--- config.mk ---
export PLATFORM = sky130hd
export DESIGN_NAME = mem_arbiter
export DESIGN_NICKNAME = d
export VERILOG_FILES = /design/src/rtl/mem_arbiter.sv
export SDC_FILE = /design/constraint.sdc
export NUM_CORES = 1
export LEC_CHECK = 0
export CORE_AREA = 2 2 103 105
export CTS_CLUSTER_DIAMETER = 200
export DETAILED_ROUTE_END_ITERATION = 7
export DIE_AREA = 0 0 105 107
export DONT_BUFFER_PORTS = 1
export PLACE_DENSITY_LB_ADDON = 0.12
export SYNTH_ARGS = -nofsm -noshare
export SYNTH_HDL_FRONTEND = slang
export SYNTH_SLANG_ARGS = --single-unit
export TNS_END_PERCENT = 10
--- constraint.sdc ---
create_clock -name clk -period 2.2 [get_ports clk]
set_input_delay 0.44 -clock clk [delete_from_list [all_inputs] [get_ports clk]]
set_output_delay 0.44 -clock clk [all_outputs]
set_load 0.01 [all_outputs]
--- src/rtl/mem_arbiter.sv ---
// Round-robin arbiter sharing one single-port memory between instruction fetch (IF) and data (D).
// Latency: request sampled at edge N -> mem_req in cycle N+1; done in the first cycle mem_ready is seen.
// Backpressure: requesters hold req until their done pulse; a watchdog aborts accesses the memory never completes.
module mem_arbiter #(
   parameter int AW      = 32,
   parameter int DW      = 32,
   parameter int TIMEOUT = 16
) (
   input  logic          clk,
   input  logic          reset,
   input  logic          if_req,
   input  logic [AW-1:0] if_addr,
   output logic          if_done,
   output logic [DW-1:0] if_rdata,
   input  logic          d_req,
   input  logic          d_we,
   input  logic [AW-1:0] d_addr,
   input  logic [DW-1:0] d_wdata,
   output logic          d_done,
   output logic [DW-1:0] d_rdata,
   output logic          err,
   output logic          stall,
   output logic          mem_req,
   output logic          mem_we,
   output logic [AW-1:0] mem_addr,
   output logic [DW-1:0] mem_wdata,
   input  logic [DW-1:0] mem_rdata,
   input  logic          mem_ready
);

   typedef enum logic [1:0] {
      IDLE    = 2'd0,
      BUSY_IF = 2'd1,
      BUSY_D  = 2'd2
   } state_t;

   localparam logic GNT_IF = 1'b0;
   localparam logic GNT_D  = 1'b1;

   // Counter only needs to reach TIMEOUT-1; keep at least one bit when disabled.
   localparam int            CW      = (TIMEOUT < 2) ? 1 : $clog2(TIMEOUT);
   localparam logic [CW-1:0] WD_LAST = CW'(TIMEOUT - 1);
   localparam logic [CW-1:0] WD_MAX  = '1;

   state_t        state_q, state_d;
   logic          last_grant_q, last_grant_d;
   logic [CW-1:0] wd_cnt_q, wd_cnt_d;
   logic          wd_expire;

   // Abort condition: this BUSY cycle is the last one the watchdog allows.
   assign wd_expire = (TIMEOUT != 0) && (wd_cnt_q == WD_LAST);

   // Fetch must stall the pipeline until its completion pulse.
   assign stall = if_req & ~if_done;

   // State, fairness pointer and watchdog registers.
   always_ff @(posedge clk or negedge reset) begin
      if (!reset) begin
         state_q      <= IDLE;
         last_grant_q <= GNT_IF;
         wd_cnt_q     <= '0;
      end else begin
         state_q      <= state_d;
         last_grant_q <= last_grant_d;
         wd_cnt_q     <= wd_cnt_d;
      end
   end

   // Arbitration, memory handshake muxing and completion/abort generation.
   always_comb begin
      state_d      = state_q;
      last_grant_d = last_grant_q;
      wd_cnt_d     = wd_cnt_q;
      mem_req      = 1'b0;
      mem_we       = 1'b0;
      mem_addr     = '0;
      mem_wdata    = '0;
      if_done      = 1'b0;
      if_rdata     = '0;
      d_done       = 1'b0;
      d_rdata      = '0;
      err          = 1'b0;

      case (state_q)
         IDLE: begin
            wd_cnt_d = '0;
            if (if_req && d_req) begin
               // Tie: hand the memory to whoever did not get it last time.
               if (last_grant_q == GNT_IF) begin
                  state_d      = BUSY_D;
                  last_grant_d = GNT_D;
               end else begin
                  state_d      = BUSY_IF;
                  last_grant_d = GNT_IF;
               end
            end else if (if_req) begin
               state_d      = BUSY_IF;
               last_grant_d = GNT_IF;
            end else if (d_req) begin
               state_d      = BUSY_D;
               last_grant_d = GNT_D;
            end
         end

         BUSY_IF: begin
            mem_req  = 1'b1;
            mem_addr = if_addr;
            if (mem_ready) begin
               if_done  = 1'b1;
               if_rdata = mem_rdata;
               state_d  = IDLE;
            end else if (wd_expire) begin
               if_done = 1'b1;
               err     = 1'b1;
               state_d = IDLE;
            end else if (wd_cnt_q != WD_MAX) begin
               wd_cnt_d = wd_cnt_q + CW'(1);
            end
         end

         BUSY_D: begin
            mem_req   = 1'b1;
            mem_we    = d_we;
            mem_addr  = d_addr;
            mem_wdata = d_wdata;
            if (mem_ready) begin
               d_done  = 1'b1;
               d_rdata = mem_rdata;
               state_d = IDLE;
            end else if (wd_expire) begin
               d_done  = 1'b1;
               err     = 1'b1;
               state_d = IDLE;
            end else if (wd_cnt_q != WD_MAX) begin
               wd_cnt_d = wd_cnt_q + CW'(1);
            end
         end

         default: begin
            state_d = IDLE;
         end
      endcase
   end

endmodule

==> results of run 1 <==
## registers in the layout, indices dropped and copies added (netlist names)
name / flops
wd_cnt_q: 4
state_q: 2
last_grant_q: 1
## power groups by stage
stage                     sequential [mW]  combinational (mW)  clock (mW)
after floorplan                     0.196                1.34           0
after global placement              0.205                1.72           0
after detailed placement            0.208                1.72           0
after CTS                           0.206                1.73       0.189
after global routing                0.212                1.90       0.207
final                               0.205                1.74       0.182
## critical path, stage by stage, from the launching register on
cell and delay (ps):
dfrtp_1 390, inv_1 120, ha_2 260, buf_12 200
a22oi_1 110, nor2b_1 180, buf_4 150
## area by class of cell
type,count,share of cell area (%)
flip-flops and latches,7,9.23
inverters,6,1.19
well taps,136,8.97
repair buffers,15,8.31
clock buffers,4,2.37
multi-input cells,201,69.9
## cell usage after synthesis
cell type / count
a211oi_1: 1
a22oi_1: 32
nor3b_1: 1
and3_2: 1
dfrtp_1: 7
clkbuf_1: 14
o21ai_0: 2
ha_1: 5
buf_2: 12
and3_1: 64
nand2_1: 5
and4b_1: 1
clkbuf_2: 2
nand3_1: 2
o22ai_1: 2
nor3_1: 2
nor2b_1: 35
nand2b_1: 1
a21oi_1: 6
a31oi_2: 1
and2_1: 33
a22o_1: 2
nor2_1: 2
inv_1: 6
xor2_1: 1
o221ai_1: 1
a21o_1: 1
## path summary, 6_finish.rpt
check                                              start                        to  slack [ps]  depth (start not counted)
worst min-delay path                               d_req  last_grant_q$_DFFE_PN0P_         390                          2
worst max register to register    state_q[0]$_DFFE_PN0P_   wd_cnt_q[1]$_DFFE_PN0P_         620                          6
max in group asynchronous                          reset   wd_cnt_q[3]$_DFFE_PN0P_        1350                          1
worst max-delay path              state_q[0]$_DFFE_PN0P_               mem_addr[9]         110                          6
min in group asynchronous                          reset   wd_cnt_q[2]$_DFFE_PN0P_         570                          1
worst min register to register  last_grant_q$_DFFE_PN0P_  last_grant_q$_DFFE_PN0P_         520                          1
## layout by cell type, fill, tap and decap left out
cell | netlist | routed
and3_1 | 64 | 64
nor2b_1 | 35 | 35
and2_1 | 33 | 33
a22oi_1 | 32 | 32
buf_4 | 0 | 11
dfrtp_1 | 7 | 7
inv_1 | 6 | 6
a21oi_1 | 6 | 6
nand2_1 | 5 | 5
ha_1 | 5 | 3
clkbuf_8 | 0 | 3
nand3_1 | 2 | 2
nor2_1 | 2 | 2
o22ai_1 | 2 | 2
a22o_1 | 2 | 2
nor3_1 | 2 | 2
o21ai_0 | 2 | 2
ha_2 | 0 | 2
buf_12 | 0 | 2
a31oi_2 | 1 | 1
nand2b_1 | 1 | 1
and3_2 | 1 | 1
xor2_1 | 1 | 1
nor3b_1 | 1 | 1
a21o_1 | 1 | 1
o221ai_1 | 1 | 1
and4b_1 | 1 | 1
a211oi_1 | 1 | 1
clkbuf_1 | 14 | 1
clkbuf_16 | 0 | 1
dlygate4sd3_1 | 0 | 1
## logic make-up after synthesis
family          count (synthesis)  share of synthesized area, %
buf+inv                        34                          8.84
xor+xnor                        1                         0.534
compound gates                 48                          21.1
flops                           7                          10.7
simple gates                  147                          55.0
fa+ha+maj                       5                          3.81
## what timing repair did
| item | 4_1_cts | 5_1_grt |
|---|---|---|
| endpoints found under the hold margin | 7 | 0 |
| setup endpoints to repair | 0 | 2 |
| hold buffers | 1 | 0 |
## layer usage
metal	vias to the layer above	global-route usage, %
li1	840	-
met1	865	11.5
met2	119	17.8
met3	8	2.01
met4	0	2.29
met5	-	0
## stage by stage
stage          hold slack [ps]  instances  area [sq um]
3_3_place_gp               145        363          1820
3_5_place_dp               145        363          1820
4_1_cts                    396        368          1870
5_1_grt                    399        369          1900
2_1_floorplan              144        242          1640
6_report                   395        369          1900
==> impl_metrics.env, run 1 <==
export IMPL_status="finished, final reports clean"
export IMPL_io_buffers=0
export IMPL_finalPower_mw=2.13
export IMPL_wl_met2_microns=3410
export IMPL_wl_met3_microns=440
export IMPL_switchingPower_mw=1.15
export IMPL_yosysUniqueCellTypes=27
export IMPL_post_route_drc_count=0
export IMPL_hpwl_microns=5110
export IMPL_grt_ovfl_total=0
export IMPL_worst_path_max_fanout=33
export IMPL_tns_ps=0
export IMPL_viasPerCell=4.96
export IMPL_timing_final_crit_share_pct=94.8
export IMPL_netlist_area_leader_share_pct=24.4
export IMPL_antenna_cells=0
export IMPL_p_comb_share_pct=81.9
export IMPL_hold_viol_final=0
export IMPL_detail_route_antenna_nets=0
export IMPL_ctsResizeCount=0
export IMPL_crit_type="flop to output pin"
export IMPL_seq_area_sq_um=175
export IMPL_die_width_microns=105
export IMPL_fin_nets=373
export IMPL_maxCapViolations=0
export IMPL_post_cts_setup_buffers=0
export IMPL_power_frac_seq_pct=9.6
export IMPL_dr_pass1_iters=4
export IMPL_grt_pass1_vias=1606
export IMPL_layout_drive_gt1_share_pct=9.01
export IMPL_pwr_share_clk_pct=8.5
export IMPL_cts_buffers=3
export IMPL_intPower_uw=984
export IMPL_grt_max_degree=69
export IMPL_ys_seq_area_share_pct=10.7
export IMPL_die_y_microns=107
export IMPL_clkTransAtPathRegs_ps=40
export IMPL_die_area_sq_um=11200
export IMPL_root_buffer="clkbuf_8"
export IMPL_peakVddDrop_mv=0.316
export IMPL_clock_sinks=7
export IMPL_gp_congestion=0.724
export IMPL_tritoncts="yes"
export IMPL_grt_usage_pct=9.68
export IMPL_cp_arrival_ps=1650
export IMPL_power_per_cell_area_nw_per_um2=1120
export IMPL_fmax_mhz=480
export IMPL_tightest_slew_ps=388
export IMPL_ys_ff_latch=7
export IMPL_start_kind="flop"
export IMPL_grt_pass1_wl_microns=8710
export IMPL_drv_slew=0
export IMPL_ios=268
export IMPL_synth_area_leaders="and3_1, a22oi_1, nor2b_1"
export IMPL_rsz0062_at_grt="false"
export IMPL_wl_microns=6480
export IMPL_syn_inst=242
export IMPL_syn_area_per_cell_sq_um=6.78
export IMPL_cp_end_kind="output pin"
export IMPL_slew_headroom_pct=74.1
export IMPL_critPathRequiredTime_ps=1760
export IMPL_start_util_pct=16.3
export IMPL_setup_ws_ps=115
export IMPL_skew_ps=4.99
export IMPL_multi_input_area_sq_um=1330
export IMPL_core_sq_um=10100
export IMPL_synth_top_cell_by_area="and3_1"
export IMPL_area_growth_pct=15.5
export IMPL_p_sw_share_pct=53.8
export IMPL_syn_num_nets=381
export IMPL_hp_class="input pin to flop"
export IMPL_leakagePower_nw=0.906
export IMPL_wire_per_inst_microns=17.6
export IMPL_finalSetupViolCount=0
export IMPL_clock_latency_ps=230
export IMPL_utilization_pct=18.8
export IMPL_yosys_warnings=0
export IMPL_clk_path_buf_depth=2
export IMPL_top_layer="met4"
export IMPL_place_ws_ps=311
export IMPL_grt_antenna_before_repair=0
export IMPL_vias=1832
export IMPL_num_fill_cells=1171
export IMPL_rows=37
export IMPL_syn_area_sq_um=1640
export IMPL_cts_htree_levels=1
export IMPL_m1WireLength_microns=2550
export IMPL_drt_iter0_drc=86
export IMPL_fin_crit_ps=2090
(Power assumes the default switching activity.)
==> run 2, diff against run 1 <==
--- a/config.mk
+++ b/config.mk
@@ -10,7 +10,8 @@
 export DETAILED_ROUTE_END_ITERATION = 7
 export DIE_AREA = 0 0 105 107
 export DONT_BUFFER_PORTS = 1
-export PLACE_DENSITY_LB_ADDON = 0.12
+export PLACE_DENSITY = 0.3
+export SKIP_CTS_REPAIR_TIMING = 1
 export SYNTH_ARGS = -nofsm -noshare
 export SYNTH_HDL_FRONTEND = slang
 export SYNTH_SLANG_ARGS = --single-unit
==> run 2 against run 1 <==
Critical path depth did not move. Flip-flop and latch count unchanged. Final cell count up 0.54%. Die area stayed put. Sequential share of layout area is essentially flat. Clock skew fell by 4.0 ps. Combinational power is essentially flat. Sequential power about the same. Largest cell class unchanged. Largest power group unchanged.
==> impl_metrics.env, run 2 (same netlist as run 1, synthesis figures left out) <==
export IMPL_die_width_microns=105
export IMPL_cp_arrival_ps=1640
export IMPL_grt_usage_pct=9.80
export IMPL_final_cells=371
export IMPL_pwr_share_clk_pct=8.4
export IMPL_rows=37
export IMPL_rrSetupSlack_ps=610
export IMPL_final_common_cell="and3_1"
export IMPL_worst_path_buf_inv=3
export IMPL_layout_drive_gt1_share_pct=9.79
export IMPL_p_comb_share_pct=82.1
export IMPL_power_per_cell_area_nw_per_um2=1120
export IMPL_fmax_mhz=481
export IMPL_top_regs="wd_cnt_q x4, state_q x2, last_grant_q x1"
export IMPL_root_buffer="clkbuf_8"
export IMPL_largest_reg_flops=4
export IMPL_slew_headroom_pct=76.3
export IMPL_start_kind="flop"
export IMPL_crit_type="flop to output pin"
export IMPL_peakVddDrop_mv=0.327
export IMPL_crit_top_cell="buf_4"
export IMPL_gp_congestion=0.711
export IMPL_crit_family="flip-flops"
export IMPL_power_frac_seq_pct=9.5
export IMPL_status="finished, final reports clean"
export IMPL_maxCapViolations=0
export IMPL_wl_microns=6630
export IMPL_seq_area_sq_um=175
export IMPL_switchingPower_mw=1.15
export IMPL_wire_per_inst_microns=17.9
export IMPL_tightest_slew_ps=355
export IMPL_place_ws_ps=340
export IMPL_setup_ws_ps=122
export IMPL_cp_cell_sequence="inv_1 -> ha_1 -> buf_4 -> nand2b_1 -> nor2_1 -> buf_4"
export IMPL_core_sq_um=10100
export IMPL_drt_iter0_drc=97
export IMPL_worst_hold_slack_ps=390
export IMPL_post_route_drc_count=0
export IMPL_numPlacedInstances=366
export IMPL_cts_buffers=3
export IMPL_io_buffers=0
export IMPL_start_util_pct=16.3
export IMPL_cp_end_kind="output pin"
export IMPL_area_growth_pct=16.2
export IMPL_design_area_sq_um=1910
export IMPL_vias=1825
export IMPL_drv_slew=0
export IMPL_fin_crit_ps=2080
export IMPL_timing_final_crit_share_pct=94.5
export IMPL_clkTransAtPathRegs_ps=40
export IMPL_intPower_uw=986
export IMPL_skew_ps=1.01
export IMPL_hpwl_microns=5360
export IMPL_cp_slowest_cell="dfrtp_1"
export IMPL_slowest_delay_ps=390
export IMPL_rsz0062_at_grt="false"
export IMPL_die_area_sq_um=11200
export IMPL_multi_input_area_sq_um=1330
export IMPL_hold_viol_final=0
export IMPL_finalPower_mw=2.14
export IMPL_grt_max_degree=69
export IMPL_cts_htree_levels=1
export IMPL_finalSetupViolCount=0
export IMPL_largest_register="wd_cnt_q"
export IMPL_grt_ovfl_total=0
export IMPL_detail_route_antenna_nets=0
export IMPL_post_dp_cell_area_sq_um=1850
export IMPL_clock_latency_ps=230
export IMPL_tns_ps=0
export IMPL_p_sw_share_pct=53.9
export IMPL_grt_pass1_wl_microns=8860
export IMPL_critPathRequiredTime_ps=1760
export IMPL_ios=268
export IMPL_grt_antenna_before_repair=0
export IMPL_worst_path_max_fanout=8
export IMPL_utilization_pct=18.9
export IMPL_fin_nets=375
export IMPL_layout_cells_most_common_list="and3_1, nor2b_1, and2_1"
export IMPL_dr_pass1_iters=6
export IMPL_clock_sinks=7
export IMPL_leakagePower_nw=0.915
export IMPL_tritoncts="yes"
export IMPL_die_y_microns=107
export IMPL_hp_class="input pin to flop"
export IMPL_antenna_cells=0
export IMPL_grt_pass1_vias=1628
export IMPL_num_fill_cells=1146
export IMPL_viasPerCell=4.92
export IMPL_clk_path_buf_depth=2
run 2: path summary, 6_finish.rpt:
kind | startpoint | cells after the start | to
max reg2reg | state_q[0]$_DFFE_PN0P_ | 6 | state_q[0]$_DFFE_PN0P_
min in group asynchronous | reset | 1 | state_q[1]$_DFFE_PN0P_
max | state_q[1]$_DFFE_PN0P_ | 6 | err
min | d_req | 2 | last_grant_q$_DFFE_PN0P_
max in group asynchronous | reset | 1 | wd_cnt_q[1]$_DFFE_PN0P_
min reg2reg | last_grant_q$_DFFE_PN0P_ | 1 | last_grant_q$_DFFE_PN0P_
run 2: worst register-to-register path: cells and delay by family, from the launching register on:
kind,cells,cell delay (ps)
compound gates,2,290
fa+ha+maj,1,360
buf+inv,2,280
flops,1,370
simple gates,1,170
run 2: power groups by stage:
stage	Sequential (mW)	Clock, mW	Combinational [mW]
finish	0.204	0.179	1.76
CTS	0.204	0.185	1.80
global route	0.209	0.198	1.91
floorplan	0.196	0	1.34
global placement	0.203	0	1.78
detailed placement	0.206	0	1.79
run 2: cell type report:
class	count	area share, %
Clock buffer	4	2.36
Inverter	6	1.18
Sequential cell	7	9.19
Timing Repair Buffer	17	8.79
Tap cell	136	8.92
Multi-Input combinational cell	201	69.6
run 2: routing by layer:
layer / vias up / GRT usage (%) / wire length [microns]
met5: - / 0 / 0
met4: 0 / 1.52 / 66
met3: 4 / 2.25 / 495
met2: 119 / 18.2 / 3420
met1: 857 / 11.6 / 2650
li1: 845 / - / -
